## src/rtl/ramp_trig_pkg.sv

```systemverilog
// ramp_trig_pkg: shared types and constants for the ramp trigger generator.
// Holds the FSM state enum, default widths for the delay, holdoff and
// deglitch settings, the idle level of the trigger line, and a saturating
// increment helper for the drop counter.
package ramp_trig_pkg;

  // Default widths of the programmable settings
  localparam int unsigned DLY_W_DEF = 16;
  localparam int unsigned HLD_W_DEF = 20;
  localparam int unsigned DGL_W_DEF = 4;

  // Fixed widths of the statistics and watchdog paths
  localparam int unsigned CNT_W  = 32;
  localparam int unsigned DROP_W = 16;

  // The trigger line idles high; the synchroniser and filter reset to it
  localparam logic LINE_IDLE = 1'b1;

  typedef enum logic [1:0] {
    IDLE    = 2'd0,
    ARMED   = 2'd1,
    DELAY   = 2'd2,
    HOLDOFF = 2'd3
  } ramp_state_e;

  // Increment that sticks at all-ones
  function automatic logic [DROP_W-1:0] sat_inc(input logic [DROP_W-1:0] v);
    return (v == '1) ? v : DROP_W'(v + 1'b1);
  endfunction

endpackage

```

## src/rtl/trig_deglitch.sv

```systemverilog
// trig_deglitch: front end of the ramp trigger path.
// Two-flop synchroniser, persistence filter and falling-edge detect.
// Ports:
//   clk      - clock
//   rst_n    - asynchronous active-low reset
//   line     - raw trigger line, asynchronous to clk
//   set_dgl  - deglitch length D; a level change must persist D+1 cycles
//   fall     - one-cycle pulse, cycle after the filtered level drops
module trig_deglitch
  import ramp_trig_pkg::*;
#(
  parameter int unsigned DGL_W = DGL_W_DEF
) (
  input  logic             clk,
  input  logic             rst_n,
  input  logic             line,
  input  logic [DGL_W-1:0] set_dgl,
  output logic             fall
);

  logic             sync_a;
  logic             sync_q;
  logic             filt;
  logic             filt_nxt;
  logic [DGL_W-1:0] dcnt;
  logic [DGL_W-1:0] dcnt_nxt;

  // Filter: count consecutive mismatches, accept the new level once the
  // count has reached D. ">=" keeps a lowered D from stalling the counter.
  always_comb begin
    filt_nxt = filt;
    dcnt_nxt = '0;
    if (sync_q != filt) begin
      if (dcnt >= set_dgl) begin
        filt_nxt = sync_q;
      end else begin
        dcnt_nxt = DGL_W'(dcnt + 1'b1);
      end
    end
  end

  // Registered fall is high exactly when filt_d & ~filt would be
  always_ff @(posedge clk or negedge rst_n) begin
    if (!rst_n) begin
      sync_a <= LINE_IDLE;
      sync_q <= LINE_IDLE;
      filt   <= LINE_IDLE;
      dcnt   <= '0;
      fall   <= 1'b0;
    end else begin
      sync_a <= line;
      sync_q <= sync_a;
      filt   <= filt_nxt;
      dcnt   <= dcnt_nxt;
      fall   <= filt & ~filt_nxt;
    end
  end

endmodule

```

## src/rtl/ramp_trigger_gen.sv

```systemverilog
// ramp_trigger_gen: conditions the external ramp trigger and issues the
// one-cycle trigger_enable strobe for the PID block, a programmable delay
// after each accepted falling edge, then ignores edges for a holdoff.
// Optional build macro: RAMP_TRIG_WDOG_EN adds the no-strobe watchdog;
// without it wdog_timeout_o is tied low and set_wdog_i is unused.
// Ports:
//   clk, rstn_i        - clock, asynchronous active-low reset
//   ramp_trig_i        - raw trigger line (asynchronous)
//   enable_i           - 1 arms the generator, 0 forces IDLE
//   set_dgl_i          - deglitch length
//   set_delay_i        - cycles from detected edge to strobe
//   set_holdoff_i      - cycles after strobe during which edges are ignored
//   set_wdog_i         - watchdog limit in cycles, 0 disables
//   trigger_enable_o   - one-cycle strobe
//   busy_o             - high in DELAY or HOLDOFF
//   trig_cnt_o         - strobes issued, wrapping
//   drop_cnt_o         - edges ignored, saturating
//   wdog_timeout_o     - sticky watchdog flag
module ramp_trigger_gen
  import ramp_trig_pkg::*;
#(
  parameter int unsigned DLY_W = DLY_W_DEF,
  parameter int unsigned HLD_W = HLD_W_DEF,
  parameter int unsigned DGL_W = DGL_W_DEF
) (
  input  logic              clk,
  input  logic              rstn_i,
  input  logic              ramp_trig_i,
  input  logic              enable_i,
  input  logic [DGL_W-1:0]  set_dgl_i,
  input  logic [DLY_W-1:0]  set_delay_i,
  input  logic [HLD_W-1:0]  set_holdoff_i,
  input  logic [CNT_W-1:0]  set_wdog_i,
  output logic              trigger_enable_o,
  output logic              busy_o,
  output logic [CNT_W-1:0]  trig_cnt_o,
  output logic [DROP_W-1:0] drop_cnt_o,
  output logic              wdog_timeout_o
);

  localparam logic [1:0] S_IDLE    = IDLE;
  localparam logic [1:0] S_ARMED   = ARMED;
  localparam logic [1:0] S_DELAY   = DELAY;
  localparam logic [1:0] S_HOLDOFF = HOLDOFF;

  logic              fall;
  logic [1:0]        state_q;
  logic [1:0]        state_d;
  logic [DLY_W-1:0]  dly_q;
  logic [DLY_W-1:0]  dly_d;
  logic [HLD_W-1:0]  hld_q;
  logic [HLD_W-1:0]  hld_d;
  logic [HLD_W-1:0]  hsh_q;
  logic [HLD_W-1:0]  hsh_d;
  logic              strobe_c;
  logic              drop_c;
  logic              busy_d;
  logic [CNT_W-1:0]  trig_cnt_d;
  logic [DROP_W-1:0] drop_cnt_d;

  trig_deglitch #(
    .DGL_W (DGL_W)
  ) u_deglitch (
    .clk     (clk),
    .rst_n   (rstn_i),
    .line    (ramp_trig_i),
    .set_dgl (set_dgl_i),
    .fall    (fall)
  );

  // Next state, counters and strobe decision
  always_comb begin
    state_d    = state_q;
    dly_d      = dly_q;
    hld_d      = hld_q;
    hsh_d      = hsh_q;
    strobe_c   = 1'b0;
    drop_c     = 1'b0;

    case (state_q)
      S_IDLE: begin
        if (enable_i) state_d = S_ARMED;
      end
      S_ARMED: begin
        if (fall) begin
          // Holdoff is shadowed so later setting changes wait for the next edge
          hsh_d = set_holdoff_i;
          if (set_delay_i == '0) begin
            strobe_c = 1'b1;
            if (set_holdoff_i != '0) begin
              state_d = S_HOLDOFF;
              hld_d   = set_holdoff_i;
            end
          end else begin
            state_d = S_DELAY;
            dly_d   = set_delay_i;
          end
        end
      end
      S_DELAY: begin
        drop_c = fall;
        // Count of 1 means this edge is the delay-th after the accepted fall
        if (dly_q <= DLY_W'(1)) begin
          strobe_c = 1'b1;
          if (hsh_q != '0) begin
            state_d = S_HOLDOFF;
            hld_d   = hsh_q;
          end else begin
            state_d = S_ARMED;
          end
        end else begin
          dly_d = DLY_W'(dly_q - 1'b1);
        end
      end
      S_HOLDOFF: begin
        // An edge on the expiry cycle is still dropped
        drop_c = fall;
        if (hld_q <= HLD_W'(1)) begin
          state_d = S_ARMED;
        end else begin
          hld_d = HLD_W'(hld_q - 1'b1);
        end
      end
      default: begin
        state_d = S_IDLE;
      end
    endcase

    // Disable overrides everything, including a strobe due this cycle
    if (!enable_i) begin
      state_d  = S_IDLE;
      strobe_c = 1'b0;
      drop_c   = 1'b0;
      dly_d    = '0;
      hld_d    = '0;
      hsh_d    = '0;
    end

    trig_cnt_d = trig_cnt_o;
    drop_cnt_d = drop_cnt_o;
    if (!enable_i) begin
      trig_cnt_d = '0;
      drop_cnt_d = '0;
    end else begin
      if (strobe_c) trig_cnt_d = CNT_W'(trig_cnt_o + 1'b1);
      if (drop_c)   drop_cnt_d = sat_inc(drop_cnt_o);
    end

    busy_d = (state_d == S_DELAY) || (state_d == S_HOLDOFF);
  end

  // State and output registers
  always_ff @(posedge clk or negedge rstn_i) begin
    if (!rstn_i) begin
      state_q          <= S_IDLE;
      dly_q            <= '0;
      hld_q            <= '0;
      hsh_q            <= '0;
      trigger_enable_o <= 1'b0;
      busy_o           <= 1'b0;
      trig_cnt_o       <= '0;
      drop_cnt_o       <= '0;
    end else begin
      state_q          <= state_d;
      dly_q            <= dly_d;
      hld_q            <= hld_d;
      hsh_q            <= hsh_d;
      trigger_enable_o <= strobe_c;
      busy_o           <= busy_d;
      trig_cnt_o       <= trig_cnt_d;
      drop_cnt_o       <= drop_cnt_d;
    end
  end

`ifdef RAMP_TRIG_WDOG_EN
  logic [CNT_W-1:0] wcnt_q;
  logic [CNT_W-1:0] wcnt_d;
  logic             wdog_d;

  // Cycles since arming or the last strobe; flag sticks once the limit is hit
  always_comb begin
    wcnt_d = wcnt_q;
    wdog_d = wdog_timeout_o;
    if ((state_d == S_IDLE) || strobe_c) begin
      wcnt_d = '0;
      wdog_d = 1'b0;
    end else if (state_q != S_IDLE) begin
      wcnt_d = CNT_W'(wcnt_q + 1'b1);
      if ((set_wdog_i != '0) && (wcnt_d == set_wdog_i)) wdog_d = 1'b1;
    end
  end

  always_ff @(posedge clk or negedge rstn_i) begin
    if (!rstn_i) begin
      wcnt_q         <= '0;
      wdog_timeout_o <= 1'b0;
    end else begin
      wcnt_q         <= wcnt_d;
      wdog_timeout_o <= wdog_d;
    end
  end
`else
  logic unused_wdog;
  assign unused_wdog    = ^set_wdog_i;
  assign wdog_timeout_o = 1'b0;
`endif

endmodule

```

## config.mk

```make
export PLATFORM = sky130hd
export DESIGN_NAME = ramp_trigger_gen
export DESIGN_NICKNAME = d
export VERILOG_FILES = /design/src/rtl/ramp_trig_pkg.sv /design/src/rtl/trig_deglitch.sv /design/src/rtl/ramp_trigger_gen.sv
export SDC_FILE = /design/constraint.sdc
export NUM_CORES = 1
export LEC_CHECK = 0
export BUFFER_PORTS_ARGS = -buffer_cell sky130_fd_sc_hd__clkbuf_2
export CAP_MARGIN = 0
export CORE_ASPECT_RATIO = 0.5
export CORE_UTILIZATION = 56
export CTS_CLUSTER_SIZE = 25
export DETAILED_ROUTE_END_ITERATION = 6
export PLACE_DENSITY = 0.82
export SYNTH_ARGS = -nofsm -noshare
export SYNTH_HDL_FRONTEND = slang
export SYNTH_SLANG_ARGS = --single-unit
```

## constraint.sdc

```tcl
create_clock -name clk -period 3.1 [get_ports clk]
set_clock_uncertainty 0.05 [all_clocks]
set_input_delay 0.155 -clock clk [delete_from_list [all_inputs] [get_ports clk]]
set_output_delay 0.155 -clock clk [all_outputs]
set_load 0.02 [all_outputs]
```

==> summary.md <==
| Metric | Value |
|---|---|
| Core area | `0.0114 mm²` |
| Buf/Inv on CP | `1` |
| CP max FO | `11` |
| CTS HTree Levels | `4` |
| Crit Path Class | `reg -> reg` |
| Hold Vio Cnt, Final | `0` |
| Post-layout min period | `2.85 ns` |
| Diode count | `0` |
| GRT Total Usage | `0.298` |
| Part of the power in the clock network | `0.485` |
| Post-synthesis sequential area ratio | `0.430` |
| Crit-path cells | `or4_4, or4_4, nor2_4, o221a_2, buf_4, nand3_1, o2bb2ai_1` |
| Family with the most delay on the worst path | `simple AND/OR/NAND/NOR gates` |
| Met1 global-route usage | `0.400` |
| Crit path largest cell delay | `0.60 ns` |
| Cell Rows | `27` |
| Global routing usage on met3 | `0.0662` |
| Yosys reg bits | `116` |
| Critical Path RT | `3.38 ns` |
| Post_cts resized | `0` |
| Die Y | `79.7 µm` |
| Initial antenna violation count | `0` |
| Largest net degree at the start of global routing | `68` |
| Post-DR wirelength/cell | `16.9 µm` |
| Combinational group share of total power | `0.115` |
| I/O Buffers | `93` |
| Outcome | `finished, final reports clean` |
| Bufs on Longest Clock Path | `2` |
| First-pass GRT wire length | `29100 µm` |
| Post-Syn Instances | `747` |
| Proportion of layout cells with a drive suffix above 1 | `0.203` |
| Residual DRC | `0` |
| Ys Warns | `0` |
| LEAKAGE | `3.64 nW` |
| Count of pins over their slew limit | `0` |
| Post-synth cell types | `67` |
| Crit-path slowest cell | `or4_4` |
| Clock transition at path regs | `0.06 ns` |
| Post-detail-place hpwl | `11600 µm` |
| Max Clk Rate | `351 MHz` |
| Final setup viols | `0` |
| Clock sink count | `116` |
| Die area | `0.0125 mm²` |
| Vias in the first global route | `6045` |
| Measured slew at the worst slew-check pin | `0.695 ns` |
| Vias post-DR | `6257` |
| Synth-to-Final Area Change | `22.5%` |
| Initial Util | `0.595` |
| Nets | `953` |
| Peak VDD IR | `0.000272 V` |
| Crit path top cell by count | `or4_4` |
| Synth Cell Area | `0.00675 mm²` |
| Die width | `157 µm` |
| HP Class | `in -> reg` |
| CP startpoint kind | `flip-flop` |
| Busiest grt layer | `met2` |
| Worst skew pair latency | `0.42 ns` |
| Routability congestion estimate from global placement | `0.949` |
| CTS tree | `built` |
| CTS Buf Count | `17` |
| Crit end category | `flip-flop` |
| Number of DRC markers in iteration 0 | `463` |
| RSZ-0062 raised after global routing | `no` |
| Pre-antenna DRT Iters | `5` |
| Syn Area/Cell | `9.04 µm²` |
| P_sw | `0.00108 W` |
| Final WL | `17500 µm` |
| GRT overflow | `0` |
| Root Buffer | `clkbuf_16` |
| Sequential fraction of design power | `0.400` |
| Final Cycle Share | `0.919` |
| Power Dens Cells | `495 mW/mm²` |
| Antenna viol nets, final | `0` |
| GR Layer Usage met2 | `0.468` |
| Setup TNS Final | `0 ns` |
| Via-to-Cell Ratio | `6.05` |
| Internal power | `0.00301 W` |
| Ys async rst share | `1.00` |
| Post-route cell area | `0.00827 mm²` |
| Max cap viols | `0` |
| Post-synth EDFFs | `0` |
| Ys flop type | `dfrtp_1` |
| Post-Syn Nets | `838` |
| I/O pin total | `127` |
| WP data arrival | `3.13 ns` |
| Hold_ws | `0.00750 ns` |
| Sw frac | `0.263` |
| Max_slew headroom | `0.532` |
| Placement Cell Area | `0.00740 mm²` |
## final timing paths
path | from | to | slack [ns] | depth (start not counted)
worst max-delay path | dly_q[11]$_DFFE_PN0P_ | hld_q[10]$_DFFE_PN0P_ | 0.25 | 7
worst min-delay path | set_delay_i[9] | dly_q[9]$_DFFE_PN0P_ | 0.007 | 3
worst max register to register | dly_q[11]$_DFFE_PN0P_ | hld_q[10]$_DFFE_PN0P_ | 0.25 | 7
worst min register to register | u_deglitch.sync_a$_DFF_PN1_ | u_deglitch.sync_q$_DFF_PN1_ | 0.31 | 0
max in group asynchronous | rstn_i | dly_q[9]$_DFFE_PN0P_ | 1.93 | 3
min in group asynchronous | rstn_i | trig_cnt_o[8]$_DFFE_PN0P_ | 0.28 | 2
## cell type report
cell class | count | area [µm²]
multi-input cells | 571 | 3590
fillers | 840 | 3080
flip-flops and latches | 116 | 2910
repair buffers | 138 | 911
clock buffers | 19 | 453
well taps | 159 | 199
clock inverters | 13 | 150
inverters | 18 | 67.6
## flip-flops by register name (all words and copies together) (netlist names)
| name | cells |
|---|---|
| u_deglitch.sync_q | 1 |
| u_deglitch.filt | 1 |
| trigger_enable_o | 1 |
| u_deglitch.fall | 1 |
| state_q | 2 |
| hld_q | 20 |
| dly_q | 16 |
| u_deglitch.sync_a | 1 |
| trig_cnt_o | 32 |
| drop_cnt_o | 16 |
| u_deglitch.dcnt | 4 |
| busy_o | 1 |
| hsh_q | 20 |
## logic make-up after synthesis
group	synth area share
compound gates	0.143
xor+xnor	0.0687
fa+ha+maj	0.0278
buf+inv	0.0385
flops	0.430
mux	0.0208
other cells	0.000555
simple gates	0.270
## metrics by stage
stage	power, W	util	worst slack (ns)	std cells
floorplan	0.00194	-	0.399	747
global placement	0.00208	0.652	0.370	975
detailed placement	0.00209	0.652	0.300	975
CTS	0.00410	0.729	0.302	1034
global route	0.00424	0.729	0.102	1034
finish	0.00409	0.729	0.252	1034
## cells in the final DEF (no fill, tap or decap), types with 20 or more instances in the layout
cell type / n
nand2_1: 86
xnor2_1: 30
clkbuf_2: 92
dlygate4sd3_1: 27
nor4_1: 22
nor3_1: 20
xor2_1: 23
dfrtp_1: 113
nor2_1: 74
a21oi_1: 60
nand3_1: 35
## worst register-to-register path, stage by stage, from the launching register on
cell       delay, ns
dfrtp_1         0.42
or4_4           0.57
or4_4           0.60
nor2_4          0.15
o221a_2         0.21
buf_4           0.17
nand3_1         0.34
o2bb2ai_1       0.27
## per-layer routing
metal / vias to the layer above / part of all wire
li1: 2942 / -
met1: 2981 / 0.44
met2: 283 / 0.46
met3: 51 / 0.066
met4: 0 / 0.028
met5: - / 0
## power by group through the flow
stage | combinational [W] | sequential (W) | clock (W)
2_1_floorplan | 0.000298 | 0.00164 | 0
3_3_place_gp | 0.000424 | 0.00166 | 0
3_5_place_dp | 0.000439 | 0.00166 | 0
4_1_cts | 0.000469 | 0.00163 | 0.00200
5_1_grt | 0.000522 | 0.00164 | 0.00208
6_report | 0.000471 | 0.00163 | 0.00199
## cell usage after synthesis, types with 7 or more instances
cell | instances | area share
nor2_1 | 74 | 0.041
a21oi_1 | 60 | 0.044
dfrtp_1 | 113 | 0.42
clkbuf_1 | 28 | 0.016
xnor2_1 | 30 | 0.039
nand3_1 | 35 | 0.026
nor3_1 | 20 | 0.015
nor4_2 | 8 | 0.015
nor3b_1 | 7 | 0.0078
xor2_1 | 23 | 0.030
o2bb2ai_1 | 9 | 0.012
nand4_1 | 17 | 0.016
and2_1 | 8 | 0.0074
nor4_1 | 22 | 0.020
or4_1 | 8 | 0.0089
inv_1 | 18 | 0.010
or3_1 | 14 | 0.013
o21ai_0 | 16 | 0.012
a22oi_1 | 13 | 0.014
and3_1 | 11 | 0.010
nand2_1 | 86 | 0.048
ha_1 | 15 | 0.028
## repair_timing
action,CTS,global route
hold endpoints to repair,77,0
hold buffers,27,0
setup buffers,0,0
Power figures use the tool's default switching activity.
